`src/rtl/pc_pkg.sv`:
```
// Shared types and ISA-step constants for the program-counter unit.
// PC_UNIT_RVC_EN selects the compressed-ISA step and alignment rule.
package pc_pkg;

    typedef enum logic {
        PC_RUN,
        PC_HALT
    } pc_state_e;

    typedef enum logic [2:0] {
        SEL_SEQ,
        SEL_HOLD,
        SEL_REDIR,
        SEL_TRAP,
        SEL_EPC
    } pc_sel_e;

`ifdef PC_UNIT_RVC_EN
    localparam int unsigned STEP          = 2;
    localparam logic [1:0]  MISALIGN_MASK = 2'b01;
`else
    localparam int unsigned STEP          = 4;
    localparam logic [1:0]  MISALIGN_MASK = 2'b11;
`endif

    function automatic logic is_misaligned(input logic [1:0] low_bits);
        return (low_bits & MISALIGN_MASK) != 2'b00;
    endfunction

endpackage

```
`src/rtl/pc_next_sel.sv`:
```
// Priority encoder: requests plus current state -> next-PC source and next state.
// Purely combinational; the top level owns all registers.
module pc_next_sel
    import pc_pkg::*;
(
    input  pc_state_e state_q,
    input  logic      trap_req,
    input  logic      mret_req,
    input  logic      redirect_valid,
    input  logic      redirect_misaligned,
    input  logic      halt_req,
    input  logic      stall,
    input  logic      wake,
    output pc_sel_e   sel,
    output pc_state_e next_state,
    output logic      mis_trap
);

    always_comb begin
        sel        = SEL_HOLD;
        next_state = state_q;
        mis_trap   = 1'b0;
        if (state_q == PC_RUN) begin
            if (trap_req) begin
                sel = SEL_TRAP;
            end else if (mret_req) begin
                sel = SEL_EPC;
            end else if (redirect_valid) begin
                // A misaligned target becomes a trap instead of a fetch
                if (redirect_misaligned) begin
                    sel      = SEL_TRAP;
                    mis_trap = 1'b1;
                end else begin
                    sel = SEL_REDIR;
                end
            end else if (halt_req) begin
                sel        = SEL_HOLD;
                next_state = PC_HALT;
            end else if (stall) begin
                sel = SEL_HOLD;
            end else begin
                sel = SEL_SEQ;
            end
        end else begin
            if (trap_req) begin
                sel        = SEL_TRAP;
                next_state = PC_RUN;
            end else if (wake) begin
                sel        = SEL_SEQ;
                next_state = PC_RUN;
            end
        end
    end

endmodule

```
`src/rtl/pc_unit.sv`:
```
// Program-counter unit: next-PC registers, trap/return bookkeeping, halt/wake.
// Build with PC_UNIT_RVC_EN defined for 2-byte steps and bit0-only alignment.
module pc_unit
    import pc_pkg::*;
#(
    parameter int unsigned       XLEN         = 32,
    parameter logic [XLEN-1:0]   RESET_VECTOR = '0,
    parameter int unsigned       TRAP_ALIGN   = 2
) (
    input  logic            clk,
    input  logic            reset,
    input  logic            stall,
    input  logic            redirect_valid,
    input  logic [XLEN-1:0] redirect_target,
    input  logic            trap_req,
    input  logic [XLEN-1:0] trap_vector,
    input  logic            mret_req,
    input  logic            halt_req,
    input  logic            wake,
    output logic [XLEN-1:0] curr_pc,
    output logic [XLEN-1:0] pc_plus_step,
    output logic            pc_valid,
    output logic [XLEN-1:0] epc,
    output logic            misaligned,
    output logic [XLEN-1:0] bad_addr
);

    localparam logic [XLEN-1:0] STEP_W    = XLEN'(STEP);
    localparam logic [XLEN-1:0] TRAP_MASK = ~((XLEN'(1) << TRAP_ALIGN) - XLEN'(1));

    pc_state_e       state_q, state_d, next_state;
    pc_sel_e         sel;
    logic            mis_trap;
    logic [XLEN-1:0] curr_pc_q, curr_pc_d;
    logic [XLEN-1:0] epc_q, epc_d;
    logic [XLEN-1:0] bad_addr_q, bad_addr_d;
    logic            misaligned_q, misaligned_d;
    logic [XLEN-1:0] trap_target;

    pc_next_sel u_next_sel (
        .state_q            (state_q),
        .trap_req           (trap_req),
        .mret_req           (mret_req),
        .redirect_valid     (redirect_valid),
        .redirect_misaligned(is_misaligned(redirect_target[1:0])),
        .halt_req           (halt_req),
        .stall              (stall),
        .wake               (wake),
        .sel                (sel),
        .next_state         (next_state),
        .mis_trap           (mis_trap)
    );

    assign pc_plus_step = curr_pc_q + STEP_W;
    assign trap_target  = trap_vector & TRAP_MASK;

    always_comb begin
        curr_pc_d    = curr_pc_q;
        epc_d        = epc_q;
        bad_addr_d   = bad_addr_q;
        misaligned_d = 1'b0;
        state_d      = next_state;
        case (sel)
            SEL_SEQ:   curr_pc_d = pc_plus_step;
            SEL_HOLD:  curr_pc_d = curr_pc_q;
            SEL_REDIR: curr_pc_d = redirect_target;
            SEL_EPC:   curr_pc_d = epc_q;
            SEL_TRAP: begin
                curr_pc_d = trap_target;
                // From HALT the halted instruction is complete, so return past it
                epc_d     = (state_q == PC_HALT) ? pc_plus_step : curr_pc_q;
            end
            default:   curr_pc_d = curr_pc_q;
        endcase
        if (mis_trap) begin
            bad_addr_d   = redirect_target;
            misaligned_d = 1'b1;
        end
    end

    always_ff @(posedge clk) begin
        if (reset) begin
            state_q      <= PC_RUN;
            curr_pc_q    <= RESET_VECTOR;
            epc_q        <= '0;
            bad_addr_q   <= '0;
            misaligned_q <= 1'b0;
        end else begin
            state_q      <= state_d;
            curr_pc_q    <= curr_pc_d;
            epc_q        <= epc_d;
            bad_addr_q   <= bad_addr_d;
            misaligned_q <= misaligned_d;
        end
    end

    assign curr_pc    = curr_pc_q;
    assign epc        = epc_q;
    assign bad_addr   = bad_addr_q;
    assign misaligned = misaligned_q;
    assign pc_valid   = !reset && (state_q == PC_RUN);

endmodule

```
`config.mk`:
```
export PLATFORM = sky130hd
export DESIGN_NAME = pc_unit
export DESIGN_NICKNAME = d
export VERILOG_FILES = /design/src/rtl/pc_pkg.sv /design/src/rtl/pc_next_sel.sv /design/src/rtl/pc_unit.sv
export SDC_FILE = /design/constraint.sdc
export NUM_CORES = 1
export LEC_CHECK = 0
export ABC_AREA = 1
export BUFFER_PORTS_ARGS = -buffer_cell sky130_fd_sc_hd__buf_2
export CORE_AREA = 8 8 161 163
export DETAILED_ROUTE_END_ITERATION = 10
export DIE_AREA = 0 0 169 171
export PLACE_DENSITY = 0.54
export SYNTH_ARGS = -nofsm -noshare
export SYNTH_HDL_FRONTEND = slang
export SYNTH_SLANG_ARGS = --single-unit
```
`constraint.sdc`:
```
create_clock -name clk -period 2.3 [get_ports clk]
set_input_delay 0 -clock clk [delete_from_list [all_inputs] [get_ports clk]]
set_output_delay 0 -clock clk [all_outputs]
set_load 0.01 [all_outputs]
```
After elaboration in Yosys (flattened, before gate mapping)
Index checks and enable logic that the tools add are counted.

Register bits after elaboration: 98. Output and inout port bits: 130. Logic and storage cells: 39. Input bits: 72.

Muxes and demuxes: 24. Reduce and logical (&&, ||, !) cells: 5. Equality and inequality tests: 3. Bitwise logic cells: 1. Add/subtract/negate cells: 1.

Operator list (number): $pmux W32 S4 (1); $add A32 B3 Y32 const B (1); $mux W32 (1); $mux W3 (6); $mux W1 (16); $eq A3 B2 Y1 const B (2); $reduce_bool A4 Y1 (1); $eq A3 B3 Y1 const B (1); $logic_not A3 Y1 (1); $reduce_bool A2 Y1 (1); $logic_and A1 B1 Y1 (1); $logic_not A1 Y1 (1); $not A1 Y1 (1).

Logic depth before layout (Yosys ltp)
Word-level depth: 8. Gate-level depth with buffers: 14.

Hierarchy
From an unflattened synthesis, not the netlist that was laid out.

Cells, all modules: 793. Area total of the unflattened synthesis: 5315.1 um^2.

Modules (own cells, without submodules): pc_unit (area each 5222.5 um^2, sequential area each 1961.9 um^2, times used 1, cells an instance 774); pc_next_sel (area each 92.6 um^2, sequential area each 0.0 um^2, times used 1, cells an instance 19).

Worst setup path after synthesis
Ideal clock, no wire load.

Path kind: register to register. Start: register curr_pc_q[2] (netlist: curr_pc[2]). End: register curr_pc_q[14] (netlist: curr_pc[14]). Setup time: 0.065 ns. Cell stages (with the launch flop): 11. Data arrival time: 1.658 ns. Slack: 0.577 ns. Path buffers: 0. Data required time: 2.235 ns. Cells stage by stage: dfxtp_1 -> ha_1 -> inv_1 -> nor2_4 -> inv_1 -> nor2_4 -> xor2_1 -> nand2_1 -> nand2_1 -> nor2_1 -> nor2_1.

Cells in the longest elaborated chain, start to end: 2.

Ends and longest elaborated chain: start, declared (RTL line pc_unit.sv:34) `logic [XLEN-1:0] curr_pc_q, curr_pc_d;`; start signal, assigned (RTL line pc_unit.sv:90) `curr_pc_q <= curr_pc_d;`; $add A32 B3 Y32 (RTL line pc_unit.sv:54) `assign pc_plus_step = curr_pc_q + STEP_W;`; net pc_plus_step[14] (RTL line pc_unit.sv:21) `output logic [XLEN-1:0] pc_plus_step,`; $pmux W32 S4 (RTL line pc_unit.sv:63) `case (sel)`.

The timed path passes the listed nets, and every way through them passes these cells. A chain may end at the register's enable or synchronous reset.

Worst setup path after layout
Start: register curr_pc_q[3] (netlist: curr_pc[3]). End: output pc_plus_step[22].

Cells in the longest elaborated chain, start to end: 1.

Ends and longest elaborated chain (RTL line): $add A32 B3 Y32 (pc_unit.sv:54); end, declared (pc_unit.sv:21).

No other way between the ends.

==> results.json <==
{
  "wire_per_inst_um": 17.5,
  "final_layout_size_suffix_gt1_share_pct": 25.5,
  "crit_buf_inv": 1,
  "place_area_um2": 6990,
  "dp.cells": 1357,
  "ant_nets": 0,
  "startpoint": "curr_pc[3]",
  "final_cells": 1403,
  "gp_congestion": 0.948,
  "setup_violations": 0,
  "violations": "negative hold slack",
  "track_usage_pct": 16.8,
  "final_nets": 1155,
  "finalHoldViolations": 1,
  "crit_type": "reg2out",
  "clock_skew_ns": 0.0101,
  "peakVddDrop_uv": 270,
  "rsz0062_at_grt": "false",
  "yosysWarnings": 0,
  "finalMaxSlewViolations": 0,
  "insertedDiodeCount": 0,
  "fp.dieH_um": 171,
  "grt_overflow": 0,
  "yosysSeqAreaShare_pct": 34.2,
  "crit_chain": "ha_1, nand3_1, nor2_2, nand2_1, nor2_1, nand3_1, and2_1, buf_2",
  "fin_util_pct": 32.6,
  "routed_via_density": 4.51,
  "port_buffers": 199,
  "path_clk_slew_ns": 0.07,
  "drt-pass1-iter-count": 5,
  "initial_core_util_pct": 24.7,
  "grt_max_degree": 66,
  "drcViolationCount": 0,
  "synth_cell_types": 37,
  "htree_levels": 3,
  "clock-root-buffer": "clkbuf_16",
  "critical_path.endpoint_type": "primary output",
  "drt_iter0_drc": 463,
  "die_w_um": 169,
  "slew_headroom_pct": 68.9,
  "critPathMostFrequentCell": "nand3_1",
  "syn_to_final_growth_pct": 32.1,
  "dpl.hpwl_mm": 18.6,
  "ios": 202,
  "synth_area_um2": 5740,
  "synth_seq_cells": 98,
  "cts.sinks": 98,
  "antenna_found_initial": 1,
  "hold_class": "in2reg",
  "avgSynthCellArea_um2": 6.58,
  "core-area_um2": 23300,
  "cts_setup_buffers": 0,
  "grt_pass1_vias": 6290,
  "period_share_pct": 89.4,
  "finalWorstPathRequiredPeriod_ns": 2.06,
  "power_mw": 4.56,
  "crit_arrival_ns": 2.06,
  "worst_path_max_delay_cell": "dfxtp_1",
  "fin_area_um2": 7580,
  "worst_r2r_startpoint": "state_q",
  "maxCapViolCount": 0,
  "worst_slew_pin_slew_ns": 0.466,
  "max_freq_ghz": 0.487,
  "holdCritStartpoint": "redirect_target[19]",
  "outcome": "finished with violations",
  "clock_path_buffers": 2,
  "syn_nets": 945,
  "cp_slowest_stage_delay_ns": 0.39,
  "setup_tns_ns": 0,
  "whs_ns": -0.00691,
  "start_kind": "flip-flop",
  "dieArea_um2": 28900,
  "wirelength_mm": 24.6,
  "via_count": 6324,
  "cellPowerDensity_nw_per_um2": 602,
  "clock_latency_ns": 0.35,
  "cp_top_family": "simple AND/OR/NAND/NOR gates",
  "leakage_nw": 3.55,
  "cp_data_required_time_ns": 2.30,
  "placementRows": 56,
  "tritoncts": "built",
  "grt_pass1_wl_mm": 37.7,
  "numCtsBuffers": 9,
  "postSynthCellCount": 872,
  "cp_max_fo": 4
}
## layout by cell type (no fill, tap or decap), types with 2 or more instances in the layout
cell,synthesis,layout
nand2_2,4,4
and2_1,4,4
xor2_2,3,3
nor2_4,7,7
nor2_1,104,104
nand3_1,55,54
buf_12,1,2
inv_2,4,5
nor3_1,6,6
buf_2,4,199
dfxtp_1,98,98
nor3_2,2,2
o21ai_1,5,5
nor2_8,4,4
nand2_4,4,4
clkbuf_1,28,2
o21ai_0,70,70
clkbuf_8,0,2
inv_4,4,4
a21oi_1,91,91
nand2_1,232,232
clkbuf_16,0,9
xnor2_2,3,3
nor2_2,7,7
o21ai_2,2,2
dlygate4sd3_1,0,33
buf_4,8,15
nand3b_1,8,8
nand4_1,18,18
nand3_2,1,2
inv_1,68,67
a21boi_0,2,2
xor2_1,11,11
## area by class of cell
type | count | area [um^2]
fillers | 2577 | 15700
multi-input cells | 648 | 3190
flip-flops and latches | 98 | 1960
repair buffers | 249 | 1480
well taps | 319 | 399
inverters | 76 | 295
clock buffers | 13 | 260
## cell usage after synthesis, drive strengths merged
library cell  count  area, um^2
nand2           241         961
nor2            122         593
dfxtp            98        1960
a21oi            91         455
o21ai            77         393
inv              76         295
nand3            56         285
clkbuf           28         105
buf              22         194
nand4            18         113
xor2             14         145
nand3b            8        60.1
nor3              8        50.1
and2              4        25.0
xnor2             3        48.8
a21boi            2        15.0
a31oi             1        6.26
ha                1        12.5
o211a             1        10.0
o21bai            1        11.3
## power by group
| part | switching [mW] | leakage, nW | total [mW] | internal, mW |
|---|---|---|---|---|
| Clock | 0.680 | 0.128 | 1.46 | 0.779 |
| Combinational | 0.696 | 2.62 | 1.13 | 0.430 |
| Sequential | 0.150 | 0.806 | 1.98 | 1.83 |
| Total | 1.53 | 3.55 | 4.56 | 3.04 |
## worst reg2reg max path: stages (launching register included)
cell and delay (ns):
dfxtp_1 0.42, inv_4 0.08, nor2_4 0.15, nor2_8 0.09, nand2_4 0.24, nand2_4 0.09
inv_2 0.27, buf_4 0.25, o21ai_0 0.10, a21oi_1 0.14
## through the flow
| step | hold WS (ns) | setup slack (ns) |
|---|---|---|
| detailed placement | 0.303 | 0.396 |
| CTS | 0.00213 | 0.201 |
| floorplan | 0.0691 | 0.577 |
| finish | -0.00691 | 0.245 |
| global route | 0.0312 | 0.0798 |
| global placement | 0.295 | 0.431 |
## timing repair
action	CTS	global route
gates resized for setup	0	0
endpoints found under the hold margin	32	0
setup endpoints to repair	0	0
hold buffers	33	0
## registers in the layout (all words and copies together) (netlist names)
signal / count
bad_addr: 32
curr_pc: 32
epc: 32
misaligned: 1
state_q: 1
## worst paths after layout
| kind | end | slack [ns] | depth (start not counted) |
|---|---|---|---|
| min reg2reg | bad_addr[8] | 0.44 | 2 |
| min | bad_addr[19] | -0.007 | 3 |
| max | pc_plus_step[22] | 0.24 | 8 |
| max reg2reg | epc[16] | 0.40 | 9 |
## routing by layer
layer	share of wire, %	GRT usage (%)	vias to the layer above
li1	-	-	3214
met1	46	22.0	2852
met2	44	26.5	220
met3	7.4	4.29	36
met4	2.4	5.89	2
met5	0.041	0	-
## kinds of logic (layout without fill, tap and decap cells)
kind of cell,Yosys count,count (layout),synth area share (%)
buf+inv,126,338,10.4
fa+ha+maj,1,1,0.218
simple gates,457,457,36.4
xor+xnor,17,17,3.38
flops,98,98,34.2
compound gates,173,173,15.5
Power figures use the tool's default switching activity.
